`config.mk`:
```
export PLATFORM = sky130hd
export DESIGN_NAME = rf_write_arbiter
export DESIGN_NICKNAME = d
export VERILOG_FILES = /design/src/rtl/rf_arb_pkg.sv /design/src/rtl/wb_buffer.sv /design/src/rtl/rf_write_arbiter.sv
export SDC_FILE = /design/constraint.sdc
export NUM_CORES = 1
export LEC_CHECK = 0
export ABC_AREA = 1
export BUFFER_PORTS_ARGS = -buffer_cell sky130_fd_sc_hd__buf_2
export CAP_MARGIN = 0
export CORE_ASPECT_RATIO = 1.2
export CORE_MARGIN = 5
export CORE_UTILIZATION = 53
export DETAILED_ROUTE_END_ITERATION = 8
export PLACE_DENSITY = 0.81
export SLEW_MARGIN = 25
export SYNTH_ARGS = -nofsm -noshare
export SYNTH_HDL_FRONTEND = slang
export SYNTH_SLANG_ARGS = --single-unit
```
`constraint.sdc`:
```
create_clock -name clk -period 5 [get_ports clk]
set_input_delay 1 -clock clk [delete_from_list [all_inputs] [get_ports clk]]
set_output_delay 1 -clock clk [all_outputs]
set_load 0.01 [all_outputs]
```
`src/rtl/rf_arb_pkg.sv`:
```
// Shared constants and buffer-entry type for the register-file write arbiter.
package rf_arb_pkg;

    localparam int NREG = 32;
    localparam int DW = 32;
    localparam int REG_W = 5;
    localparam logic [REG_W-1:0] ZERO_REG = '0;

    typedef struct packed {
        logic full;
        logic [REG_W-1:0] regNum;
        logic [DW-1:0] data;
    } wb_entry_t;

endpackage

```
`src/rtl/wb_buffer.sv`:
```
// One-entry writeback holding buffer with valid/ready handshake.
// An entry aimed at $zero drops itself at the next edge without a grant.
module wb_buffer
    import rf_arb_pkg::*;
(
    input  logic             clk,
    input  logic             reset,
    input  logic             inValid,
    output logic             inReady,
    input  logic [REG_W-1:0] inReg,
    input  logic [DW-1:0]    inData,
    input  logic             grant,
    output logic             load,
    output logic             full,
    output logic [REG_W-1:0] regNum,
    output logic [DW-1:0]    data
);

    wb_entry_t entry;

    assign inReady = ~entry.full | grant;
    assign load    = inValid & inReady;
    assign full    = entry.full;
    assign regNum  = entry.regNum;
    assign data    = entry.data;

    always_ff @(posedge clk) begin
        if (reset) begin
            entry <= '0;
        end else if (load) begin
            entry.full   <= 1'b1;
            entry.regNum <= inReg;
            entry.data   <= inData;
        end else if (grant || entry.regNum == ZERO_REG) begin
            entry.full <= 1'b0;
        end
    end

endmodule

```
`src/rtl/rf_write_arbiter.sv`:
```
// Arbitrates two writeback buffers onto the single register-file write port
// and tracks pending writes. Define RF_ARB_RR_EN for round-robin policy ties.
module rf_write_arbiter #(
    parameter int NREG = 32,
    parameter int DW   = 32
) (
    input  logic            clk,
    input  logic            reset,
    input  logic            req0_valid,
    output logic            req0_ready,
    input  logic [4:0]      req0_reg,
    input  logic [DW-1:0]   req0_data,
    input  logic            req1_valid,
    output logic            req1_ready,
    input  logic [4:0]      req1_reg,
    input  logic [DW-1:0]   req1_data,
    output logic [4:0]      writeReg,
    output logic [DW-1:0]   writeData,
    output logic            regWrite,
    output logic [NREG-1:0] pending
);
    import rf_arb_pkg::*;

    logic             full0, full1, load0, load1, grant0, grant1;
    logic             cand0, cand1, pick1, age1Older;
    logic [REG_W-1:0] reg0q, reg1q;
    logic [DW-1:0]    data0q, data1q;
    logic [NREG-1:0]  pendingNext;

    wb_buffer u_buf0 (
        .clk(clk), .reset(reset), .inValid(req0_valid), .inReady(req0_ready),
        .inReg(req0_reg), .inData(req0_data), .grant(grant0), .load(load0),
        .full(full0), .regNum(reg0q), .data(data0q)
    );

    wb_buffer u_buf1 (
        .clk(clk), .reset(reset), .inValid(req1_valid), .inReady(req1_ready),
        .inReg(req1_reg), .inData(req1_data), .grant(grant1), .load(load1),
        .full(full1), .regNum(reg1q), .data(data1q)
    );

`ifdef RF_ARB_RR_EN
    logic rrPtr;

    // Pointer flips away from whichever side won a two-candidate grant.
    always_ff @(posedge clk) begin
        if (reset)
            rrPtr <= 1'b0;
        else if (cand0 && cand1)
            rrPtr <= grant0;
    end
`endif

    always_comb begin
        cand0  = ~reset & full0 & (reg0q != ZERO_REG);
        cand1  = ~reset & full1 & (reg1q != ZERO_REG);
        grant0 = 1'b0;
        grant1 = 1'b0;
        pick1  = 1'b0;
        if (cand0 && !cand1) begin
            grant0 = 1'b1;
        end else if (cand1 && !cand0) begin
            grant1 = 1'b1;
        end else if (cand0 && cand1) begin
            if (reg0q == reg1q)
                pick1 = age1Older;
            else
`ifdef RF_ARB_RR_EN
                pick1 = rrPtr;
`else
                pick1 = 1'b0;
`endif
            grant0 = ~pick1;
            grant1 = pick1;
        end
    end

    always_ff @(posedge clk) begin
        if (reset)
            age1Older <= 1'b0;
        else if (load0 && full1 && !grant1)
            age1Older <= 1'b1;
        else if (load1 && full0 && !grant0)
            age1Older <= 1'b0;
    end

    always_comb begin
        regWrite  = grant0 | grant1;
        writeReg  = '0;
        writeData = '0;
        if (grant0) begin
            writeReg  = reg0q;
            writeData = data0q;
        end else if (grant1) begin
            writeReg  = reg1q;
            writeData = data1q;
        end
    end

    // A committed reg stays pending while the non-granted buffer still targets it.
    always_comb begin
        pendingNext = pending;
        if (regWrite && !(grant0 ? (full1 && reg1q == writeReg)
                                 : (full0 && reg0q == writeReg)))
            pendingNext[writeReg] = 1'b0;
        if (load0)
            pendingNext[req0_reg] = 1'b1;
        if (load1)
            pendingNext[req1_reg] = 1'b1;
        pendingNext[ZERO_REG] = 1'b0;
    end

    always_ff @(posedge clk) begin
        if (reset)
            pending <= '0;
        else
            pending <= pendingNext;
    end

endmodule
```
==> Word-level counts from Yosys, hierarchy flattened <==
Index checks and enable logic that the tools add are counted.
Widths: inputs -> output; s select.
{ "totals": {"out_inout_bits": 72, "register_bits": 109, "mem_bits_ro": 0, "in_bits": 78, "latch_bits": 0, "n_memories": 0, "ramBits": 0} }
{ "classes": {"n_mux": 30, "n_eq_ne": 3, "n_addsub": 0, "shift": 0, "mul": 0, "bitwise_logic": 17, "div": 0, "magnitude_cmp": 6, "n_reduce_logical": 27} }
{ "op_table": {"columns": ["cell", "n"], "rows": [
  ["$mux 32", 5],
  ["$or 32x32->32", 2],
  ["$and 32x32->32", 1],
  ["$not 32->32", 1],
  ["$mux 1", 20],
  ["$lt 5x6->1 const B", 3],
  ["$demux 1 s5", 3],
  ["$eq 5x5->1", 3],
  ["$ge 5x1->1 const B", 3],
  ["$logic_and 1x1->1", 13],
  ["$logic_not 5->1", 2],
  ["$mux 5", 2],
  ["$reduce_bool 5->1", 2],
  ["$and 1x1->1", 6],
  ["$reduce_bool 2->1", 3],
  ["$logic_not 1->1", 5],
  ["$not 1->1", 4],
  ["$or 1x1->1", 3],
  ["$logic_or 1x1->1", 2]
]} }

==> Logic depth before layout (Yosys ltp) <==
{ "depth": {"word_depth": 23, "depth_mapped": 16} }

==> By module <==
A second synthesis with hierarchy kept.
{ "unflattened": {"hier_cells": 839, "hier_area_um2": 6132.1} }
{ "by_module_without_submodules": {"columns": ["module", "n_inst", "seq_area_each_um2", "cells_each", "area_per_inst_um2"], "rows": [
  ["wb_buffer", 2, 760.7, 214, 1629.1],
  ["rf_write_arbiter", 1, 640.6, 411, 2874.0]
]} }

==> Least setup slack after synthesis <==
OpenSTA, ideal clock, no wires.
{ "synth_path": {"path_type": "in2out", "startpoint": "input reset", "endpoint": "output writeData[0]", "n_path_buf": 2, "arrival_time_ps": 2160, "setup_slack_ps": 1840, "required_time_ps": 4000, "path_stages": 8, "cell_sequence": "buf_2 -> nor2_1 -> nand2_1 -> inv_1 -> nand2_1 -> nand2_2 -> clkbuf_1 -> a22o_1"} }
{ "synth_via": {"elab_chain_len": 9} }
{ "synth_rtl": {"columns": ["item", "line_no", "source"], "rows": [
  ["start, declared", "rf_write_arbiter.sv:8", "input logic reset,"],
  ["$not 1->1 (*)", "rf_write_arbiter.sv:55, rf_write_arbiter.sv:56", null],
  ["$and 1x1->1 (on tied branches) (2 in series)", "rf_write_arbiter.sv:55, rf_write_arbiter.sv:56", null],
  ["$logic_and 1x1->1 / $logic_not 1->1 (equally long branches)", "rf_write_arbiter.sv:64, rf_write_arbiter.sv:62", null],
  ["$mux 1 / $logic_and 1x1->1 (equally long branches)", "rf_write_arbiter.sv:64, rf_write_arbiter.sv:62", null],
  ["$mux 1", "rf_write_arbiter.sv:62", "end else if (cand1 && !cand0) begin"],
  ["$mux 1", "rf_write_arbiter.sv:60", "if (cand0 && !cand1) begin"],
  ["$mux 32", "rf_write_arbiter.sv:94", "end else if (grant1) begin"],
  ["$mux 32 (*)", "rf_write_arbiter.sv:91", "if (grant0) begin"],
  ["end, declared", "rf_write_arbiter.sv:18", "output logic [DW-1:0] writeData,"]
]} }
Mark *: on every way between the ends. The rest lies on a longest branch, timed or not.

==> Worst setup path in the final report <==
{ "layout_path": {"startpoint": "input reset", "endpoint": "output writeData[1]"} }
The elaborated chain is that of the path after synthesis.

==> flow_summary.ini <==
[min_path]
whs_path_depth = 2
hold_end = pending[4]$_SDFF_PP0_
hp-class = flop to flop
worstHoldStart = pending[4]$_SDFF_PP0_

[synth]
synth_ff_type = dfxtp_1
syn-num-nets = 818
synth_seq_area_share = 0.419
synth_top_family_by_area = simple AND/OR/NAND/NOR gates
synth_top_area_frac = 0.419
yosys_warnings = 0
synthArstFlopShare = 0
netlist_area_um2 = 5160
synth_adder_area_share = 0
avgSynthCellArea_um2 = 6.98
ys_seq_elements = 108
synth_compound_area_frac = 0.218
syn_inst = 740
synthXorXnorAreaFrac = 0
yosysTopAreaCell = dfxtp_1
synth.distinct_cells = 30
synth_edf_count = 0
muxShareOfSynthArea = 0
synth-simple-area-share = 0.280
ys_top_cells_by_area = dfxtp_1 42%, nor2_1 13%, o21ai_0 7.3%

[route]
wl_per_cell_um = 15.7
wirelength_mm = 15.5
vias_per_cell = 5.65
drtPass1Iterations = 5
drtIter0Drc = 432
antenna_left = 0
drc_errors = 0
vias = 5598

[run_status]
status = completed

[critical_path]
crit_chain = buf_2 > nor2_1 > nand2_2 > inv_1 > nand2_4 > inv_1 > a22o_1 > buf_2
r2r_slack_ns = 1.92
crit_family = buffers and inverters
slowest_stage = inv_1
max_stage_delay_ns = 0.76
r2r-end = pending[6]$_SDFF_PP0_
crit_buf_inv = 4
critPathCaptureType = output pin
crit_path_start_kind = input pin
crit_required_ns = 4.00
worst-path-max-fanout = 38
crit_type = input pin to output pin
timing.critical_path.arrival_ns = 3.20
worstRegToRegCells = 14
r2r-start = u_buf1.regNum[4]$_SDFFE_PP0P_

[sta]
min_period_over_period = 0.840
skew_ns = 0.00465
hold_viol = 0
slew_headroom = 0.319
rsz0062_at_grt = no
fmax_mhz = 238
fin_tns_setup_ns = 0
fin_crit_ns = 4.20
setup_viol = 0
worstMarginPinSlew_ns = 1.02
maxSlewViolCount = 0
fin_ws_ns = 0.799

[global_route]
grt_usage = 0.254
grt_max_degree = 66
grt_pass1_wl_mm = 24.9
antenna_found_initial = 1
overflow = 0
grt_pass1_vias = 5316

[clock_tree]
numCtsBuffers = 9
cts_hold_buf = 0
cts_tree = yes
clockBufferDepth = 2
htreeDepth = 3
clock_sinks = 108
clk_pin_slew_ns = 0.07
root_buffer = clkbuf_16
postCtsResizedCells = 0
post_cts_buffers = 0
clkLatencyLatePin_ns = 0.34

[layout]
area_delta_synth_final_pct = 20.7
post-route-cell-area_um2 = 6230
layout-drive-gt1-share = 0.220
nets = 941
finish.utilization = 0.655
fillers = 848

[pwr]
ir_drop_uv = 229
leakagePower_uw = 0.00276
power_density_nw_per_um2 = 324

[floorplanning]
dieArea_um2 = 11800
core_um2 = 9520
dieWidth_um = 100
io_pins = 150
initial_core_util = 0.543
rows = 39
die_h_um = 118

[placement]
port_buffers = 148
place_ws_ns = 0.822
gp_congestion = 0.950
place_area_um2 = 5910
dp_hpwl_mm = 11.0

[flow_run]
cap_violations = 0
worst min-delay path: cells and delay by family (launching register included):
kind               cells  cell delay (ns)
DFF                    1             0.31
and+or+nand+nor        1             0.06
AOI/OAI and AO/OA      1             0.05
kinds of logic (layout without fill, tap and decap cells):
kind of cell	after synthesis	count (layout)
AOI/OAI and AO/OA	188	188
other	1	2
and+or+nand+nor	336	336
DFF	108	108
buffers and inverters	107	234
cell usage in the layout (no fill, tap or decap), types with 32 or more instances in the layout:
| master | instances |
|---|---|
| a21oi_1 | 42 |
| nand2_1 | 83 |
| dfxtp_1 | 108 |
| buf_2 | 148 |
| o21ai_0 | 75 |
| a22o_1 | 32 |
| o22ai_1 | 32 |
| nor2_1 | 175 |
| inv_1 | 61 |
| nand3_1 | 50 |
synth_stat cells, types with 4 or more instances:
cell type,n
nand2_4,4
o22ai_1,32
nand4_1,7
dfxtp_1,108
nor2_2,4
o21ai_0,75
a21oi_1,42
buf_2,10
nand4_2,4
inv_1,61
nor2_1,175
nand2_1,84
nand3_1,50
a22o_1,32
clkbuf_1,27
nand2_2,4
inv_2,5
stage by stage:
step | hold WS, ns | std cells | total power (uW)
floorplan | 0.450 | 740 | 1170
global placement | 0.447 | 975 | 1270
detailed placement | 0.451 | 975 | 1280
CTS | 0.462 | 990 | 2030
global route | 0.467 | 991 | 2110
finish | 0.460 | 991 | 2020
report_power, final:
part           internal [uW]  switching (uW)  total [uW]  leakage [uW]
logic                    106             201         307       0.00172
clock network            450             303         753      0.000156
registers                921            39.2         960      0.000890
layer usage:
metal	vias to the layer above	global-route usage	part of all wire	wire, um
li1	2716	-	-	-
met2	294	0.419	0.47	7370
met5	-	0	0	0
met3	56	0.0593	0.087	1350
met4	0	0.124	0.041	634
met1	2532	0.309	0.40	6180
registers in the layout, indices dropped and copies added (netlist names):
| register | count |
|---|---|
| u_buf1.data | 32 |
| u_buf1.regNum | 5 |
| pending | 31 |
| u_buf0.full | 1 |
| u_buf0.data | 32 |
| u_buf1.full | 1 |
| age1Older | 1 |
| u_buf0.regNum | 5 |
worst max path at each step:
stage                      from                     end  slack (ns)  depth (start not counted)
after floorplan           reset            writeData[0]        1.84                          8
after detailed placement  reset  pending[27]$_SDFF_PP0_        0.82                         14
after global placement    reset           writeData[29]        0.98                          8
after global routing      reset            writeData[1]        0.64                          8
final                     reset            writeData[1]        0.80                          8
after CTS                 reset            writeData[1]        0.82                          8
layout make-up:
cell class / instances / area (um^2) / share of cell area
multi-input cells: 525 / 2580 / 0.414
flip-flops and latches: 108 / 2160 / 0.347
repair buffers: 151 / 763 / 0.122
inverters: 68 / 255 / 0.0410
clock buffers: 11 / 243 / 0.0390
well taps: 123 / 154 / 0.0247
clock inverters: 4 / 73.8 / 0.0118
diodes: 1 / 2.50 / 0.000402
Power figures use the tool's default switching activity.
